### src/rtl/sd_spi_byte_engine.sv
// sd_spi_byte_engine: SPI-mode 0 master for the SD card socket.
// Moves one byte per transfer, full duplex, MSB first. Also produces the
// power-up dummy clock burst, which runs with CS released and MOSI high.
//
// state | meaning
// ------+-----------------------------------------------------------
// IDLE  | SCLK low, MOSI high, CS follows cs_assert, ready for a byte
// INIT  | power-up burst: 2*INIT_CLOCKS SCLK edges, CS forced high
// SHIFT | one byte exchange: 16 SCLK edges at the latched divider
module sd_spi_byte_engine #(
    parameter int DIV_SLOW    = 30,
    parameter int DIV_FAST    = 3,
    parameter int INIT_CLOCKS = 80
) (
    input  logic       clk,
    input  logic       rst,
    input  logic [7:0] tx_data,
    input  logic       tx_valid,
    output logic       tx_ready,
    output logic [7:0] rx_data,
    output logic       rx_valid,
    input  logic       fast_mode,
    input  logic       cs_assert,
    input  logic       init_start,
    output logic       busy,
    output logic       sd_sclk,
    output logic       sd_mosi,
    input  logic       sd_miso,
    output logic       sd_cs_n
);

    localparam int DIV_MAX = (DIV_SLOW > DIV_FAST) ? DIV_SLOW : DIV_FAST;
    localparam int CW      = $clog2(DIV_MAX + 1);
    localparam int EW      = $clog2(2 * INIT_CLOCKS);

    localparam logic [CW-1:0] SLOW_RELOAD = CW'(DIV_SLOW - 1);
    localparam logic [CW-1:0] FAST_RELOAD = CW'(DIV_FAST - 1);
    localparam logic [EW-1:0] INIT_LAST   = EW'(2 * INIT_CLOCKS - 1);
    localparam logic [EW-1:0] SHIFT_LAST  = EW'(15);

    typedef enum logic [1:0] {
        IDLE,
        INIT,
        SHIFT
    } state_t;

    state_t        state;
    logic [CW-1:0] half_cnt;
    logic [CW-1:0] reload;
    logic [EW-1:0] edge_cnt;
    logic [7:0]    tx_shift;
    logic [7:0]    rx_shift;
    logic          half_done;

    assign half_done = (half_cnt == '0);
    // Init request has priority over a pending byte in the same cycle.
    assign tx_ready  = (state == IDLE) && !init_start && !rst;
    assign busy      = (state != IDLE);

    // Sequencer: divider, SCLK edge generation, shift registers and pin drive.
    always_ff @(posedge clk) begin
        if (rst) begin
            state    <= IDLE;
            half_cnt <= '0;
            reload   <= '0;
            edge_cnt <= '0;
            tx_shift <= '0;
            rx_shift <= '0;
            rx_data  <= '0;
            rx_valid <= 1'b0;
            sd_sclk  <= 1'b0;
            sd_mosi  <= 1'b1;
            sd_cs_n  <= 1'b1;
        end else begin
            rx_valid <= 1'b0;
            unique case (state)
                IDLE: begin
                    sd_sclk  <= 1'b0;
                    sd_mosi  <= 1'b1;
                    edge_cnt <= '0;
                    if (init_start) begin
                        state    <= INIT;
                        reload   <= SLOW_RELOAD;
                        half_cnt <= SLOW_RELOAD;
                        sd_cs_n  <= 1'b1;
                    end else begin
                        sd_cs_n <= !cs_assert;
                        if (tx_valid) begin
                            // Divider is frozen for the whole byte.
                            state    <= SHIFT;
                            reload   <= fast_mode ? FAST_RELOAD : SLOW_RELOAD;
                            half_cnt <= fast_mode ? FAST_RELOAD : SLOW_RELOAD;
                            tx_shift <= tx_data;
                            sd_mosi  <= tx_data[7];
                        end
                    end
                end
                INIT: begin
                    sd_cs_n <= 1'b1;
                    sd_mosi <= 1'b1;
                    if (half_done) begin
                        half_cnt <= reload;
                        sd_sclk  <= !sd_sclk;
                        edge_cnt <= edge_cnt + 1'b1;
                        if (edge_cnt == INIT_LAST) begin
                            state <= IDLE;
                        end
                    end else begin
                        half_cnt <= half_cnt - 1'b1;
                    end
                end
                SHIFT: begin
                    if (half_done) begin
                        half_cnt <= reload;
                        sd_sclk  <= !sd_sclk;
                        edge_cnt <= edge_cnt + 1'b1;
                        if (!edge_cnt[0]) begin
                            // Rising edge: capture card data.
                            rx_shift <= {rx_shift[6:0], sd_miso};
                        end else if (edge_cnt == SHIFT_LAST) begin
                            rx_data  <= rx_shift;
                            rx_valid <= 1'b1;
                            sd_mosi  <= 1'b1;
                            state    <= IDLE;
                        end else begin
                            // Falling edge: present next bit.
                            sd_mosi  <= tx_shift[6];
                            tx_shift <= {tx_shift[6:0], 1'b0};
                        end
                    end else begin
                        half_cnt <= half_cnt - 1'b1;
                    end
                end
                default: state <= IDLE;
            endcase
        end
    end

endmodule
### config.mk
export PLATFORM = sky130hd
export DESIGN_NAME = sd_spi_byte_engine
export DESIGN_NICKNAME = d
export VERILOG_FILES = /design/src/rtl/sd_spi_byte_engine.sv
export SDC_FILE = /design/constraint.sdc
export NUM_CORES = 1
export LEC_CHECK = 0
export BUFFER_PORTS_ARGS = -buffer_cell sky130_fd_sc_hd__buf_4
export CAP_MARGIN = 20
export CORE_UTILIZATION = 34
export DETAILED_ROUTE_END_ITERATION = 7
export PLACE_DENSITY = 0.65
export SYNTH_ARGS = -nofsm -noshare
export SYNTH_HDL_FRONTEND = slang
export SYNTH_SLANG_ARGS = --single-unit
### constraint.sdc
create_clock -name clk -period 2.25 [get_ports clk]
set_clock_uncertainty 0.15 [all_clocks]
set_input_delay 0.1125 -clock clk [delete_from_list [all_inputs] [get_ports clk]]
set_output_delay 0.1125 -clock clk [all_outputs]
set_load 0.05 [all_outputs]
==> results.env, run 1 <==
CTS_TREE='built'
INITIAL_CORE_UTIL=0.357
CLOCK_PATH_BUFFERS=2
OVERALL_DIE_WIDTH_MICRONS=81.3
ROOT_BUFFER='sky130_fd_sc_hd__clkbuf_8'
GRT_START_MAX_NET_PINS=44
POWER.STATIC_LEAKAGE_nW=1.13
SYNTHESIS.NETS=262
SYNTH_CELLS=241
RR_ENDPOINT='edge_cnt[4]'
CRIT_PATH_MAX_FANOUT=8
AREA_DELTA_SYNTH_FINAL_PCT=29.0
CLK_TRANSITION_REPORTED_PATHS_PS=90
HOLD-PATH-ENDPOINT='sd_cs_n'
WHS_PATH_DEPTH=3
YS.WARNINGS.COUNT=0
IR_WORST_VDD_mV=0.398
DRT_ITER0_MARKERS=65
DRT_PRE_ANTENNA_ITERS=4
TIMING.HOLD.WORST.START='cs_assert'
ASYNCSETRESETFLOPFRACSYNTH=0
GR-TOTAL-OVERFLOW=0
PORT_BUFFERS=28
ANTENNA_LEFT=0
VIA_COUNT=1883
MAX_CLOCK_FREQ_GHz=0.468
CTS.SINKS=44
R2R_SLACK_PS=110
TIMING_MAX_TRANSITION_VIOLATIONS_FINAL=0
TIGHTESTPINTRANSITION_PS=456
SYN-CELL-AREA_SQ_MM=0.00214
FIN_SETUP_TNS_PS=0
WP_DATA_REQUIRED_PS=2340
TIMING.MAX_SLEW.REL_SLACK=0.696
WORST_R2R_PATH_DEPTH=6
SETUP.WORST_PATH.END_CLASS='flip-flop'
GRT_RESOURCE_USAGE_TOTAL=0.161
FINAL-HOLD-VIOLATION-COUNT=0
TIMING_WORST_SETUP_PATH_TYPE='flip-flop to flip-flop'
GP_CONGESTION=0.790
DIE_H_MICRONS=81.3
CRIT_ARRIVAL_PS=2220
VIAS_PER_CELL=5.19
IOS=29
POWER-PER-CELL-AREA_mW_PER_MM2=931
DESIGN.CORE.AREA_SQ_MM=0.00599
FIN_CRIT_PS=2140
RESULT_OF_THE_RUN='complete, no violations'
NUMBER_OF_GLOBAL_ROUTE_VIAS_BEFORE_REPAIR=1784
DRIVE_ABOVE_1_SHARE=0.236
POST-LAYOUT-TOTAL-POWER_mW=2.57
UNREPAIRED_SETUP_ENDPOINTS_AFTER_GLOBAL_ROUTING='false'
YS_TYPES=44
FIN_NETS=308
INSERTION_DELAY_PS=310
LAYOUT.CORE_UTILIZATION=0.461
POST-ROUTE-DRC-COUNT=0
ROUTED_WL_MICRONS=4910
WL_PER_CELL_MICRONS=13.5
DIODES=0
HTREE_LEVELS=2
CORE.ROWCOUNT=28
SYNTH-SEQ-CELLS=44
DP.FINAL_HPWL_MICRONS=3310
YOSYSSEQAREASHARE=0.412
R2R-START='half_cnt[0]'
TRITONCTS.NUM_BUFFERS=5
TIMING.FINAL.SETUP_VIOLATIONS=0
POST-PLACE-CELLS=343
POST_LAYOUT_NONFILLER_INSTANCES=363
HOLDWS_PS=25.8
DIE_AREA_SQ_MM=0.00661
FINAL_MIN_PERIOD_OVER_CLOCK_PERIOD=0.949
WORST_HOLD_PATH_TYPE='primary input to flip-flop'
YOSYS_MOST_USED_DFF='sky130_fd_sc_hd__dfxtp_1'
GRT_ANTENNA_BEFORE_REPAIR=0
SYNTHESIS.AREA_PER_INSTANCE_SQ_UM=8.87
MAX_CAP_VIOLATIONS=0
GRT_PASS1_WL_MICRONS=8150
WORSTSETUPSTARTPOINTTYPE='flip-flop'
LAYOUT.CELLS.MOST_COMMON_LIST='42 x sky130_fd_sc_hd__buf_4, 42 x sky130_fd_sc_hd__dfxtp_1, 33 x sky130_fd_sc_hd__nor2_1'
SYNTH-EDFF-COUNT=0
==> final cells by class <==
type | instances | area (sq um)
tap | 75 | 93.8
timing repair buffer | 53 | 427
multi-input combinational | 173 | 1200
clock inverter | 3 | 46.3
inverter | 10 | 38.8
fill | 565 | 3230
sequential | 44 | 883
clock buffer | 5 | 68.8
==> Yosys cell counts (2+ instances only) <==
cell type / instances / area, sq um
sky130_fd_sc_hd__a21oi_1: 12 / 60.1
sky130_fd_sc_hd__clkbuf_1: 9 / 33.8
sky130_fd_sc_hd__nor2_1: 33 / 124
sky130_fd_sc_hd__nand3_1: 13 / 65.1
sky130_fd_sc_hd__nand3b_1: 3 / 22.5
sky130_fd_sc_hd__a211oi_1: 4 / 30.0
sky130_fd_sc_hd__inv_1: 9 / 33.8
sky130_fd_sc_hd__or3b_2: 3 / 26.3
sky130_fd_sc_hd__a21o_1: 4 / 30.0
sky130_fd_sc_hd__nor2b_1: 2 / 12.5
sky130_fd_sc_hd__a221o_1: 2 / 20.0
sky130_fd_sc_hd__a311oi_1: 3 / 26.3
sky130_fd_sc_hd__o21ai_0: 8 / 40.0
sky130_fd_sc_hd__ha_1: 6 / 75.1
sky130_fd_sc_hd__nor3b_1: 3 / 22.5
sky130_fd_sc_hd__a31oi_1: 6 / 37.5
sky130_fd_sc_hd__nor3_1: 6 / 30.0
sky130_fd_sc_hd__dfxtp_1: 44 / 881
sky130_fd_sc_hd__mux2i_1: 18 / 180
sky130_fd_sc_hd__and2_1: 2 / 12.5
sky130_fd_sc_hd__mux2_4: 2 / 30.0
sky130_fd_sc_hd__or3b_1: 4 / 35.0
sky130_fd_sc_hd__a22oi_1: 7 / 52.6
sky130_fd_sc_hd__nand4_1: 2 / 12.5
sky130_fd_sc_hd__or4_1: 2 / 15.0
sky130_fd_sc_hd__buf_1: 2 / 7.51
sky130_fd_sc_hd__nand2_1: 11 / 41.3
sky130_fd_sc_hd__nand2b_1: 3 / 18.8
sky130_fd_sc_hd__buf_2: 2 / 10.0
sky130_fd_sc_hd__a211o_1: 2 / 17.5
==> how the worst max path moves through the flow <==
stage / start / endpoint / slack (ps)
2_1_floorplan: state[0] / tx_shift[3] / -2
3_3_place_gp: half_cnt[0] / tx_shift[6] / 50
3_5_place_dp: half_cnt[0] / tx_shift[1] / -20
4_1_cts: half_cnt[0] / tx_shift[6] / 20
5_1_grt: half_cnt[0] / tx_shift[6] / 2
6_report: half_cnt[0] / edge_cnt[4] / 110
==> registers in the layout, indices dropped and copies added (netlist names) <==
register and flops:
edge_cnt 8, rx_data 8, rx_shift 8, tx_shift 7, half_cnt 5, reload 2
state 2, rx_valid 1, sd_cs_n 1, sd_mosi 1, sd_sclk 1
==> power by group <==
group,switching [mW],internal [mW],total [mW]
registers,0.0828,0.864,0.946
logic,0.574,0.409,0.983
clock network,0.304,0.335,0.639
==> through the flow <==
stage | setup slack, ps | instance area, sq um
global placement | 52.5 | 2500
finish | 114 | 2760
CTS | 17.5 | 2720
global route | 2.06 | 2760
floorplan | -2.45 | 2150
detailed placement | -15.0 | 2500
==> cells by family after synthesis <==
kind of cell,share of synthesized area
muxes,0.104
adders and majority gates,0.0351
DFF,0.412
xor gates and xnor gates,0.00410
AOI/OAI and AO/OA,0.159
and+or+nand+nor,0.241
buffers and inverters,0.0451
==> critical path: stages, from the launching register on <==
cell and delay, ps:
sky130_fd_sc_hd__dfxtp_2 350, sky130_fd_sc_hd__inv_1 60, sky130_fd_sc_hd__ha_2 200, sky130_fd_sc_hd__or4b_1 510, sky130_fd_sc_hd__buf_4 200, sky130_fd_sc_hd__or4_1 460, sky130_fd_sc_hd__a21oi_1 150
==> per-layer routing <==
metal	part of all wire	routed length, microns	GRT usage
met5	0	0	0
met4	0.012	59	0.0500
met1	0.47	2310	0.194
met2	0.48	2360	0.282
met3	0.035	174	0.0348
==> what timing repair did <==
action / CTS / global route
pin swaps: 0 / 2
buffers inserted: 0 / 1
setup endpoints to repair: 3 / 18
hold buffers: 10 / 0
gates resized for setup: 1 / 11
cloned: 0 / 1
hold endpoints to repair: 10 / 0
Power figures use the tool's default switching activity.
==> inputs of run 2 (changes only) <==
--- a/config.mk
+++ b/config.mk
@@ -10,6 +10,7 @@
 export CORE_UTILIZATION = 34
 export DETAILED_ROUTE_END_ITERATION = 7
 export PLACE_DENSITY = 0.65
+export SETUP_SLACK_MARGIN = 0.3
 export SYNTH_ARGS = -nofsm -noshare
 export SYNTH_HDL_FRONTEND = slang
 export SYNTH_SLANG_ARGS = --single-unit
==> results.env, run 2 (synthesized netlist as in run 1, its figures left out) <==
ANTENNA_LEFT=0  # unchanged
DIE_H_MICRONS=81.3  # unchanged
AREA_DELTA_SYNTH_FINAL_PCT=34.8
MAX_CAP_VIOLATIONS=0  # unchanged
VIAS_PER_CELL=5.24  # +0.93%
TIMING.MAX_SLEW.REL_SLACK=0.684  # -0.0113
NUMBER_OF_GLOBAL_ROUTE_VIAS_BEFORE_REPAIR=1871  # +4.9%
IR_WORST_VDD_mV=0.431  # +8.4%
CTS.SINKS=44  # unchanged
GRT_ANTENNA_BEFORE_REPAIR=0  # unchanged
FIN_NETS=314  # +1.9%
ROUTED_WL_MICRONS=5210  # +6.1%
OVERALL_DIE_WIDTH_MICRONS=81.3  # unchanged
WP_DATA_REQUIRED_PS=2290  # -50 ps
DP.FINAL_HPWL_MICRONS=3190  # -3.6%
GRT_PASS1_WL_MICRONS=8770  # +7.6%
CRIT_PATH_MAX_FANOUT=4  # -4
FINAL_MIN_PERIOD_OVER_CLOCK_PERIOD=0.913  # -0.0365
WORSTSETUPSTARTPOINTTYPE='flip-flop'
FINAL-HOLD-VIOLATION-COUNT=0  # unchanged
DRT_ITER0_MARKERS=44  # -32%
LAYOUT.CELLS.MOST_COMMON_LIST='44 x sky130_fd_sc_hd__buf_4, 40 x sky130_fd_sc_hd__dfxtp_1, 31 x sky130_fd_sc_hd__nor2_1'
TIMING_MAX_TRANSITION_VIOLATIONS_FINAL=0  # unchanged
PORT_BUFFERS=28  # unchanged
DIE_AREA_SQ_MM=0.00661  # unchanged
DRIVE_ABOVE_1_SHARE=0.299  # +0.0632
DIODES=0  # unchanged
POST_LAYOUT_NONFILLER_INSTANCES=369  # +1.7%
FIN_CRIT_PS=2050  # -82.2 ps
LARGEST_REGISTERS='edge_cnt (8), rx_data (8), rx_shift (8)'
ROOT_BUFFER='sky130_fd_sc_hd__clkbuf_8'
INSERTION_DELAY_PS=300  # about the same
GRT_RESOURCE_USAGE_TOTAL=0.173  # +0.0121
GRT_START_MAX_NET_PINS=44  # unchanged
POWER-PER-CELL-AREA_mW_PER_MM2=952  # +2.3%
CTS_TREE='built'
VIA_COUNT=1932  # +2.6%
UNREPAIRED_SETUP_ENDPOINTS_AFTER_GLOBAL_ROUTING='true'
TRITONCTS.NUM_BUFFERS=5  # unchanged
INITIAL_CORE_UTIL=0.357  # unchanged
TIMING.FINAL.SETUP_VIOLATIONS=0  # unchanged
MAX_CLOCK_FREQ_GHz=0.487  # +4.0%
IOS=29  # unchanged
SETUP.WORST_PATH.END_CLASS='flip-flop'
TIMING_WORST_SETUP_PATH_TYPE='flip-flop to flip-flop'
POST-ROUTE-DRC-COUNT=0  # unchanged
CP_CELL_SEQUENCE='inv_2 > ha_4 > or3b_4 > buf_6 > nor4b_4 > buf_4 > mux2i_1 > nor2_1'
LAYOUT.CELLS.MOST_COMMON='sky130_fd_sc_hd__buf_4'
TIMING.CRITICAL_PATH.SLOWEST_STAGE_CELL='sky130_fd_sc_hd__or3b_4'
CLOCK_PATH_BUFFERS=2  # unchanged
CORE.ROWCOUNT=28  # unchanged
DESIGN.CORE.AREA_SQ_MM=0.00599  # unchanged
WL_PER_CELL_MICRONS=14.1  # +4.4%
GP_CONGESTION=0.766  # -3.0%
HTREE_LEVELS=2  # unchanged
TIGHTESTPINTRANSITION_PS=473  # +17.0 ps
WORST_HOLD_PATH_TYPE='primary input to flip-flop'
CRITPATHTOPFAMILY='simple AND/OR/NAND/NOR gates'
POST-PLACE-CELLS=340  # -0.87%
CRIT_ARRIVAL_PS=2090  # -130 ps
FIN_SETUP_TNS_PS=0  # unchanged
GR-TOTAL-OVERFLOW=0  # unchanged
WORST_PATH_LARGEST_CELL_DELAY_PS=400  # -110 ps
POWER.STATIC_LEAKAGE_nW=1.17  # +3.3%
CLK_TRANSITION_REPORTED_PATHS_PS=90  # about the same
DRT_PRE_ANTENNA_ITERS=4  # unchanged
CP.BUFFERS_INVERTERS=3  # +1
RESULT_OF_THE_RUN='complete, no violations'
==> run 2: cell count changes in the layout (fill, tap and decap cells not counted), moves of 3 or more <==
cell / change
sky130_fd_sc_hd__inv_2: +4
sky130_fd_sc_hd__inv_1: -5
sky130_fd_sc_hd__buf_6: +3
sky130_fd_sc_hd__or3b_4: +3
sky130_fd_sc_hd__or3b_2: -3
==> run 2: path summary, 6_finish.rpt <==
check	slack, ps	from	endpoint	depth (start not counted)
setup / recovery	200	half_cnt[0]	rx_data[0]	8
hold / removal	20	cs_assert	sd_cs_n	3
hold reg to reg	330	sd_sclk	sd_sclk	1
setup reg to reg	200	half_cnt[0]	rx_data[0]	8
==> run 2: metrics by stage <==
step                       util  hold WS (ps)  power (mW)  instance area [sq um]  setup slack (ps)
after global placement    0.421           184        1.93                   2520               129
after global routing      0.481          51.1        2.91                   2880              74.5
after detailed placement  0.421           192        1.94                   2520              70.9
after floorplan               -          92.9        1.71                   2220               251
final                     0.481          19.8        2.74                   2880               196
after CTS                 0.477          33.3        2.71                   2860               198
==> run 2: timing repair <==
item                                    4_1_cts  5_1_grt
gates cloned                                  2        0
buffers inserted                              9        0
hold buffers                                 10        0
gates resized for setup                      11        6
endpoints found under the hold margin        10        0
endpoints found under the setup margin       17       25
pin swaps                                     8        6
==> run 2: worst register-to-register path: cells and delay by family (launching register included) <==
kind	cells	cell delay, ps
simple gates	3	730
mux	1	180
fa+ha+maj	1	140
flops	1	330
buf+inv	3	410
==> run 2: routing by layer <==
layer,wire length [microns],vias up,share of wire,track usage
li1,-,983,-,-
met3,157,6,0.030,0.0315
met2,2590,37,0.50,0.291
met4,65,0,0.012,0.0571
met5,0,-,0,0
met1,2400,906,0.46,0.220
==> run 2: power by group <==
part	internal (mW)	switching (mW)	total, mW
Combinational	0.525	0.632	1.16
Clock	0.335	0.297	0.631
Sequential	0.865	0.0885	0.954
==> run 2: area by class of cell <==
class | count | area [sq um]
sequential | 44 | 886
timing repair buffer | 58 | 475
inverter | 10 | 46.3
fill | 562 | 3110
clock inverter | 3 | 46.3
tap | 75 | 93.8
multi-input combinational | 174 | 1260
clock buffer | 5 | 68.8
